File: src/rtl/attack2_hit_resolver.sv
// Per-frame projectile-vs-enemy hit resolver: serially scans enemy boxes, damages the
// lowest-index overlapping live enemy and flags the hit back to the projectile block.
module attack2_hit_resolver #(
  parameter int          NUM_ENEMY  = 4,
  parameter int          PROJ_SIZE  = 25,
  parameter int          ENEMY_SIZE = 24,
  parameter logic [7:0]  MAX_HP     = 8'd20,
  parameter logic [7:0]  DMG_BASE   = 8'd4
) (
  input  logic                   Clk,
  input  logic                   Reset,
  input  logic                   game_frame_clk_rising_edge,
  input  logic                   Obj_On,
  input  logic [8:0]             Obj_X_Pos,
  input  logic [8:0]             Obj_Y_Pos,
  input  logic [9*NUM_ENEMY-1:0] Enemy_X,
  input  logic [9*NUM_ENEMY-1:0] Enemy_Y,
  input  logic [NUM_ENEMY-1:0]   Enemy_Spawn,
  input  logic [3:0]             Game_Level,
  output logic                   One_Enemy_Is_Attacked2,
  output logic [2:0]             Hit_Index,
  output logic [8*NUM_ENEMY-1:0] Enemy_HP,
  output logic [NUM_ENEMY-1:0]   Enemy_Alive,
  output logic [NUM_ENEMY-1:0]   Enemy_Killed,
  output logic                   Busy
);

  typedef enum logic [1:0] {IDLE, SCAN, APPLY} state_t;

  state_t                          r_state;
  logic [8:0]                      r_px, r_py;
  logic [2:0]                      r_idx;
  logic                            r_flag;
  logic [2:0]                      r_hit_idx;
  logic [NUM_ENEMY-1:0][7:0]       r_hp;
  logic [NUM_ENEMY-1:0]            r_killed;

  logic [8:0] w_ex, w_ey;
  logic       w_sel_alive;
  logic       w_ovl_x, w_ovl_y, w_hit;
  logic [7:0] w_dmg;

  always_comb begin
    for (int i = 0; i < NUM_ENEMY; i++) Enemy_Alive[i] = (r_hp[i] != 8'd0);
  end

  // A spawn pulse on the slot under test counts as alive in that same cycle.
  always_comb begin
    w_ex        = '0;
    w_ey        = '0;
    w_sel_alive = 1'b0;
    for (int i = 0; i < NUM_ENEMY; i++) begin
      if (r_idx == 3'(i)) begin
        w_ex        = Enemy_X[9*i +: 9];
        w_ey        = Enemy_Y[9*i +: 9];
        w_sel_alive = Enemy_Alive[i] | Enemy_Spawn[i];
      end
    end
  end

  assign w_ovl_x = ({1'b0, r_px} < ({1'b0, w_ex} + 10'(ENEMY_SIZE))) &&
                   ({1'b0, w_ex} < ({1'b0, r_px} + 10'(PROJ_SIZE)));
  assign w_ovl_y = ({1'b0, r_py} < ({1'b0, w_ey} + 10'(ENEMY_SIZE))) &&
                   ({1'b0, w_ey} < ({1'b0, r_py} + 10'(PROJ_SIZE)));
  assign w_hit   = w_sel_alive && w_ovl_x && w_ovl_y;
  assign w_dmg   = DMG_BASE + {4'b0, Game_Level};

  always_ff @(posedge Clk or posedge Reset) begin
    if (Reset) begin
      r_state   <= IDLE;
      r_px      <= '0;
      r_py      <= '0;
      r_idx     <= '0;
      r_flag    <= 1'b0;
      r_hit_idx <= '0;
    end else begin
      // Frame edge clears the flag; a scan started on the same edge still runs.
      if (game_frame_clk_rising_edge) r_flag <= 1'b0;
      case (r_state)
        IDLE: begin
          if (game_frame_clk_rising_edge && Obj_On) begin
            r_px    <= Obj_X_Pos;
            r_py    <= Obj_Y_Pos;
            r_idx   <= '0;
            r_state <= SCAN;
          end
        end
        SCAN: begin
          if (w_hit)                           r_state <= APPLY;
          else if (r_idx == 3'(NUM_ENEMY - 1)) r_state <= IDLE;
          else                                 r_idx   <= r_idx + 3'd1;
        end
        APPLY: begin
          r_hit_idx <= r_idx;
          r_flag    <= 1'b1;
          r_state   <= IDLE;
        end
        default: r_state <= IDLE;
      endcase
    end
  end

  always_ff @(posedge Clk or posedge Reset) begin
    if (Reset) begin
      for (int i = 0; i < NUM_ENEMY; i++) r_hp[i] <= MAX_HP;
      r_killed <= '0;
    end else begin
      r_killed <= '0;
      for (int i = 0; i < NUM_ENEMY; i++) begin
        if (Enemy_Spawn[i]) begin
          r_hp[i] <= MAX_HP;
        end else if (r_state == APPLY && r_idx == 3'(i)) begin
          r_hp[i]     <= (r_hp[i] <= w_dmg) ? 8'd0 : r_hp[i] - w_dmg;
          r_killed[i] <= (r_hp[i] != 8'd0) && (r_hp[i] <= w_dmg);
        end
      end
    end
  end

  assign One_Enemy_Is_Attacked2 = r_flag;
  assign Hit_Index              = r_hit_idx;
  assign Enemy_HP               = r_hp;
  assign Enemy_Killed           = r_killed;
  assign Busy                   = (r_state != IDLE);

endmodule

File: config.mk
export PLATFORM = sky130hd
export DESIGN_NAME = attack2_hit_resolver
export DESIGN_NICKNAME = d
export VERILOG_FILES = /design/src/rtl/attack2_hit_resolver.sv
export SDC_FILE = /design/constraint.sdc
export NUM_CORES = 1
export LEC_CHECK = 0
export CAP_MARGIN = 20
export CORE_ASPECT_RATIO = 0.5
export CORE_UTILIZATION = 30
export CTS_BUF_LIST = sky130_fd_sc_hd__clkbuf_8
export CTS_CLUSTER_DIAMETER = 120
export CTS_CLUSTER_SIZE = 14
export DETAILED_ROUTE_END_ITERATION = 6
export HOLD_SLACK_MARGIN = 0.05
export SLEW_MARGIN = 20
export SYNTH_ARGS = -nofsm -noshare
export SYNTH_HDL_FRONTEND = slang
export SYNTH_SLANG_ARGS = --single-unit
File: constraint.sdc
create_clock -name Clk -period 11.1 [get_ports Clk]
set_input_delay 1.665 -clock Clk [delete_from_list [all_inputs] [get_ports Clk]]
set_output_delay 1.665 -clock Clk [all_outputs]
set_load 0.03 [all_outputs]
Yosys cells after proc, flatten, opt, wreduce, memory -nomap -nowiden
Index checks and enable logic that the tools add are counted.

storage, ports and cells
  input bits = 102
  register bits = 63
  word-level logic and storage cells = 113

operators by class
  bitwise operators = 4
  equality and inequality tests = 9
  reduce and logical (&&, ||, !) cells = 29
  magnitude comparators = 8
  add/sub/neg operators = 10
  muxes and demuxes = 42

operators with widths
  operator                                                          count
  8-bit two-way mux                                                 12
  9-bit two-way mux                                                 8
  9-bit by 5-bit adder with 10-bit output (second input constant)   4
  9-bit by 10-bit less-than comparator with 1-bit output            4
  8-bit by 5-bit <= comparator with 1-bit output                    4
  8-bit nonzero test                                                4
  8-bit by 5-bit subtractor with 8-bit output                       4
  1-bit two-way mux                                                 14
  2-bit nonzero test                                                7
  1-bit logical AND                                                 13
  3-bit two-way mux                                                 3
  3-bit by 2-bit == test with 1-bit output (second input constant)  2
  2-bit two-way mux                                                 3
  2-bit inequality test (second input constant)                     3
  3-bit one-hot mux with 2 select lines                             1
  3-bit by 4-bit adder with 5-bit output (first input constant)     1
  1-bit bitwise OR                                                  4
  2-bit one-hot mux with 2 select lines                             1
  2-bit AND reduction                                               2
  4-bit AND reduction                                               1
  3-bit by 1-bit adder with 3-bit output (second input constant)    1
  3-bit by 1-bit == test with 1-bit output (second input constant)  1
  3-bit zero test                                                   1
  3-bit inequality test (second input constant)                     1
  other kinds (3)                                                   3

Longest topological paths before layout
  word-level depth = 12
  mapped depth = 23
  gate-level depth less buffers = 21

Least setup slack after synthesis
No wires, ideal clock.

  kind = input to register
  start point = input Enemy_X[3]
  end point = register r_idx[1]
  cell stages on the path = 18
  data arrival time = 4.733 ns
  path slack = 6.242 ns
  data required time = 10.975 ns
  path through = nand2_1 nor2_1 a21oi_1 o21ai_0 a22oi_1 ha_1 inv_1 and3_1 a41oi_1 nor2_1 xnor2_1 ha_1 a21o_1 a221o_1 o32ai_2 nand3_1 o31ai_4 mux2_4

between the ends
  longest elaborated chain between the ends = 11

ends and longest elaborated chain
  what                                                    RTL line  RTL
  start: declaration                                      16        input logic [9*NUM_ENEMY-1:0] Enemy_X,
  9-bit two-way mux * (4 in a row)                        53        if (r_idx == 3'(i)) begin
  9-bit by 5-bit adder with 10-bit output                 61        assign w_ovl_x = ({1'b0, r_px} < ({1'b0, w_ex} + 10'(ENEMY_SIZE))) &&
  9-bit by 10-bit less-than comparator with 1-bit output  61
  1-bit logical AND *                                     61
  1-bit logical AND * (2 in a row)                        65        assign w_hit = w_sel_alive && w_ovl_x && w_ovl_y;
  2-bit inequality test (no line) *                       --
  4-bit AND reduction (no line) *                         --
  end signal: assignment                                  91        else r_idx <= r_idx + 3'd1;
  end: declaration                                        32        logic [2:0] r_idx;

Every way passes the cells marked *; elsewhere a longest branch is shown, timed or not.
A chain may end at the register's enable or synchronous reset.

Final worst setup path
  start point = input Enemy_X[4]
  end point = register r_idx[1]

The elaborated chain is that of the path after synthesis.

==> flow_metrics.env <==
export IMPL_status="finished, final reports clean"
export IMPL_cts_hold_buf=0
export IMPL_gp_congestion=0.868
export IMPL_worstHoldPathType="register to register"
export IMPL_root_buffer="clkbuf_8"
export IMPL_fmax_ghz=0.190
export IMPL_grt_pass1_vias=5368
export IMPL_rsz0062_at_grt="no"
export IMPL_synth_top_area_share_pct=25.3
export IMPL_fin_crit_ns=5.26
export IMPL_antenna_found_initial=0
export IMPL_dpl_worst_slack_ns=5.45
export IMPL_dpl_cell_count=1027
export IMPL_ys_async_sr_fraction_pct=100
export IMPL_fin_ws_ns=5.84
export IMPL_power_switching_w=0.000794
export IMPL_relSlewSlack_pct=38.7
export IMPL_grtUsageTotal_pct=18.9
export IMPL_p_sw_share_pct=47.4
export IMPL_post_route_period_util_pct=47.4
export IMPL_tns_ns=0
export IMPL_clk_path_buf_depth=2
export IMPL_worst_ep_required_time_ns=11.35
export IMPL_dieArea_um2=18700
export IMPL_post_synth_instance_area_um2=5430
export IMPL_intPower_w=0.000880
export IMPL_hold_viol=0
export IMPL_grt_pass1_wl_mm=27.7
export IMPL_clock_latency_ns=0.37
export IMPL_yosysSeqAreaShare_pct=29.2
export IMPL_cts_resized_gates=0
export IMPL_cts_tree="built"
export IMPL_power_leakage_nw=3.28
export IMPL_drv_cap=0
export IMPL_powerDensity_nw_per_um2=227
export IMPL_critPathKind="input port to register"
export IMPL_slew_violations=0
export IMPL_first_pass_iters=4
export IMPL_start_kind="input port"
export IMPL_ant_nets=0
export IMPL_yosysWarnings=0
export IMPL_crit_fanout=4
export IMPL_placementRows=34
export IMPL_synth_area_leader_cell="dfrtp_1"
export IMPL_yosys_most_used_dff="dfrtp_1"
export IMPL_critPathCaptureType="register"
export IMPL_cp_data_arrival_time_ns=5.51
export IMPL_path_buf_inv=2
export IMPL_seqPwrFrac_pct=21.0
export IMPL_io_pins=147
export IMPL_post_cts_buffers=0
export IMPL_n_antenna_cell=0
export IMPL_drtIter0Drc=180
export IMPL_grt_max_degree=64
export IMPL_dieWidth_um=192
export IMPL_ir_worst_vdd_uv=87.9
export IMPL_port_buffers=146
export IMPL_core_um2=17500
export IMPL_drive_gt1_share_pct=4.94
export IMPL_yosys_register_bits=63
export IMPL_avgSynthCellArea_um2=8.24
export IMPL_fin_cells=1043
export IMPL_initial_core_util_pct=31.0
export IMPL_routed_wl_mm=17.0
export IMPL_synth_fp_nets=827
export IMPL_htreeDepth=3
export IMPL_synthTopCellsByArea="dfrtp_1, ha_1, nand2_1"
export IMPL_crit_chain="clkdlybuf4s50_1 > nand2_1 > nor2_1 > a21oi_1 > o21ai_0 > a22oi_1 > ha_1 > inv_1 > and3_1 > a41oi_1 > nor2_1 > xnor2_1 > ha_1 > a21o_1 > a221o_1 > o32ai_2 > nand3_1 > o31ai_4 > mux2_4"
export IMPL_post_route_drc_count=0
export IMPL_synth_edff_count=0
export IMPL_finClkSkew_ns=0.0110
export IMPL_wl_per_cell_um=16.3
export IMPL_die_height_um=97.2
export IMPL_cts_sinks=63
export IMPL_worstMarginPinSlew_ns=0.917
export IMPL_yosysUniqueCellTypes=66
export IMPL_cts_buffers=9
export IMPL_cpMaxStageDelayCell="o31ai_4"
export IMPL_cpPeakStageDelay_ns=0.40
export IMPL_grt_ovfl_total=0
export IMPL_routed_via_density=5.02
export IMPL_fillers=1776
export IMPL_fin_nets=972
export IMPL_area_delta_synth_final_pct=35.7
export IMPL_path_delay_family="compound AO/OA/AOI/OAI gates"
export IMPL_clk_pin_slew_ns=0.08
export IMPL_vias=5238
export IMPL_setup_violations_final=0
export IMPL_syn_inst=659
export IMPL_pwr_share_comb_pct=64.8
export IMPL_clkPwrFrac_pct=14.3
export IMPL_dp_hpwl_mm=13.1
worst min-delay path, stage by stage (launching register included):
cell and delay (ns):
dfrtp_1 0.35, nand2_1 0.05, o21ai_0 0.06
path summary, 6_finish.rpt:
kind | to | start | depth (start not counted) | slack (ns)
max | r_idx[1]$_DFFE_PP0P_ | Enemy_X[4] | 19 | 5.84
min | Hit_Index[2]$_DFFE_PP0P_ | Hit_Index[2]$_DFFE_PP0P_ | 2 | 0.50
max reg2reg | r_idx[1]$_DFFE_PP0P_ | r_idx[0]$_DFFE_PP0P_ | 20 | 6.41
min reg2reg | Hit_Index[2]$_DFFE_PP0P_ | Hit_Index[2]$_DFFE_PP0P_ | 2 | 0.50
max in group asynchronous | One_Enemy_Is_Attacked2$_DFFE_PP0P_ | Reset | 3 | 8.63
min in group asynchronous | Enemy_HP[17]$_DFFE_PP0P_ | Reset | 3 | 1.90
final cells by class:
cell class	instances	area, µm²	area share [%]
tap	234	293	3.97
multi-input combinational	530	3590	48.7
clock buffer	9	124	1.68
timing repair buffer	151	1500	20.3
inverter	49	184	2.50
sequential	63	1590	21.5
clock inverter	7	97.6	1.32
flip-flops by register name (all words and copies together) (netlist names):
| signal | count |
|---|---|
| Enemy_HP | 32 |
| r_px | 9 |
| r_py | 9 |
| Enemy_Killed | 4 |
| Hit_Index | 3 |
| r_idx | 3 |
| r_state | 2 |
| One_Enemy_Is_Attacked2 | 1 |
placed cells by master (no fill, tap or decap), types with 10 or more instances in the layout:
cell type        instances
clkdlybuf4s50_1        146
a21oi_1                 42
nand2b_1                11
nor2_1                  39
dfrtp_1                 55
inv_1                   49
nand2_1                120
xnor2_1                 17
a21o_1                  10
xor2_1                  13
o21ai_0                 45
ha_1                    62
nand3_1                 14
nor2b_1                 13
per-layer routing:
| metal | wire length [µm] | GRT usage [%] |
|---|---|---|
| met3 | 563 | 3.14 |
| met2 | 8350 | 32.3 |
| met5 | 0 | 0 |
| met1 | 7860 | 24.9 |
| met4 | 202 | 4.06 |
logic make-up after synthesis:
group           count (synthesis)  synth area share [%]
xor+xnor                       30                  4.84
fa+ha+maj                      66                  15.8
compound gates                176                  22.4
mux                             7                  1.38
buf+inv                        66                  4.79
simple gates                  251                  21.7
flops                          63                  29.2
synth_stat cells (all sizes together) (13+ instances only):
cell and number:
a21oi 42, dfrtp 55, ha 62, inv 49
nand2 120, nand3 14, nor2 40, nor2b 14
o21ai 45, xnor2 17, xor2 13
stage by stage:
| stage | hold slack (ns) | power, W | utilization, % | area [µm²] |
|---|---|---|---|---|
| floorplan | 0.492 | 0.00114 | - | 5430 |
| detailed placement | 0.479 | 0.00144 | 40.8 | 7150 |
| global placement | 0.465 | 0.00141 | 40.8 | 7150 |
| CTS | 0.497 | 0.00169 | 42.0 | 7370 |
| global route | 0.520 | 0.00185 | 42.0 | 7370 |
| finish | 0.500 | 0.00167 | 42.0 | 7370 |
power by group through the flow:
stage                     sequential [W]  clock [W]  combinational (W)
after floorplan                 0.000351          0           0.000792
after global placement          0.000351          0            0.00106
after detailed placement        0.000353          0            0.00108
after CTS                       0.000350   0.000245            0.00109
after global routing            0.000360   0.000253            0.00124
final                           0.000351   0.000239            0.00108
No activity file was read; power rests on OpenSTA's default activity.
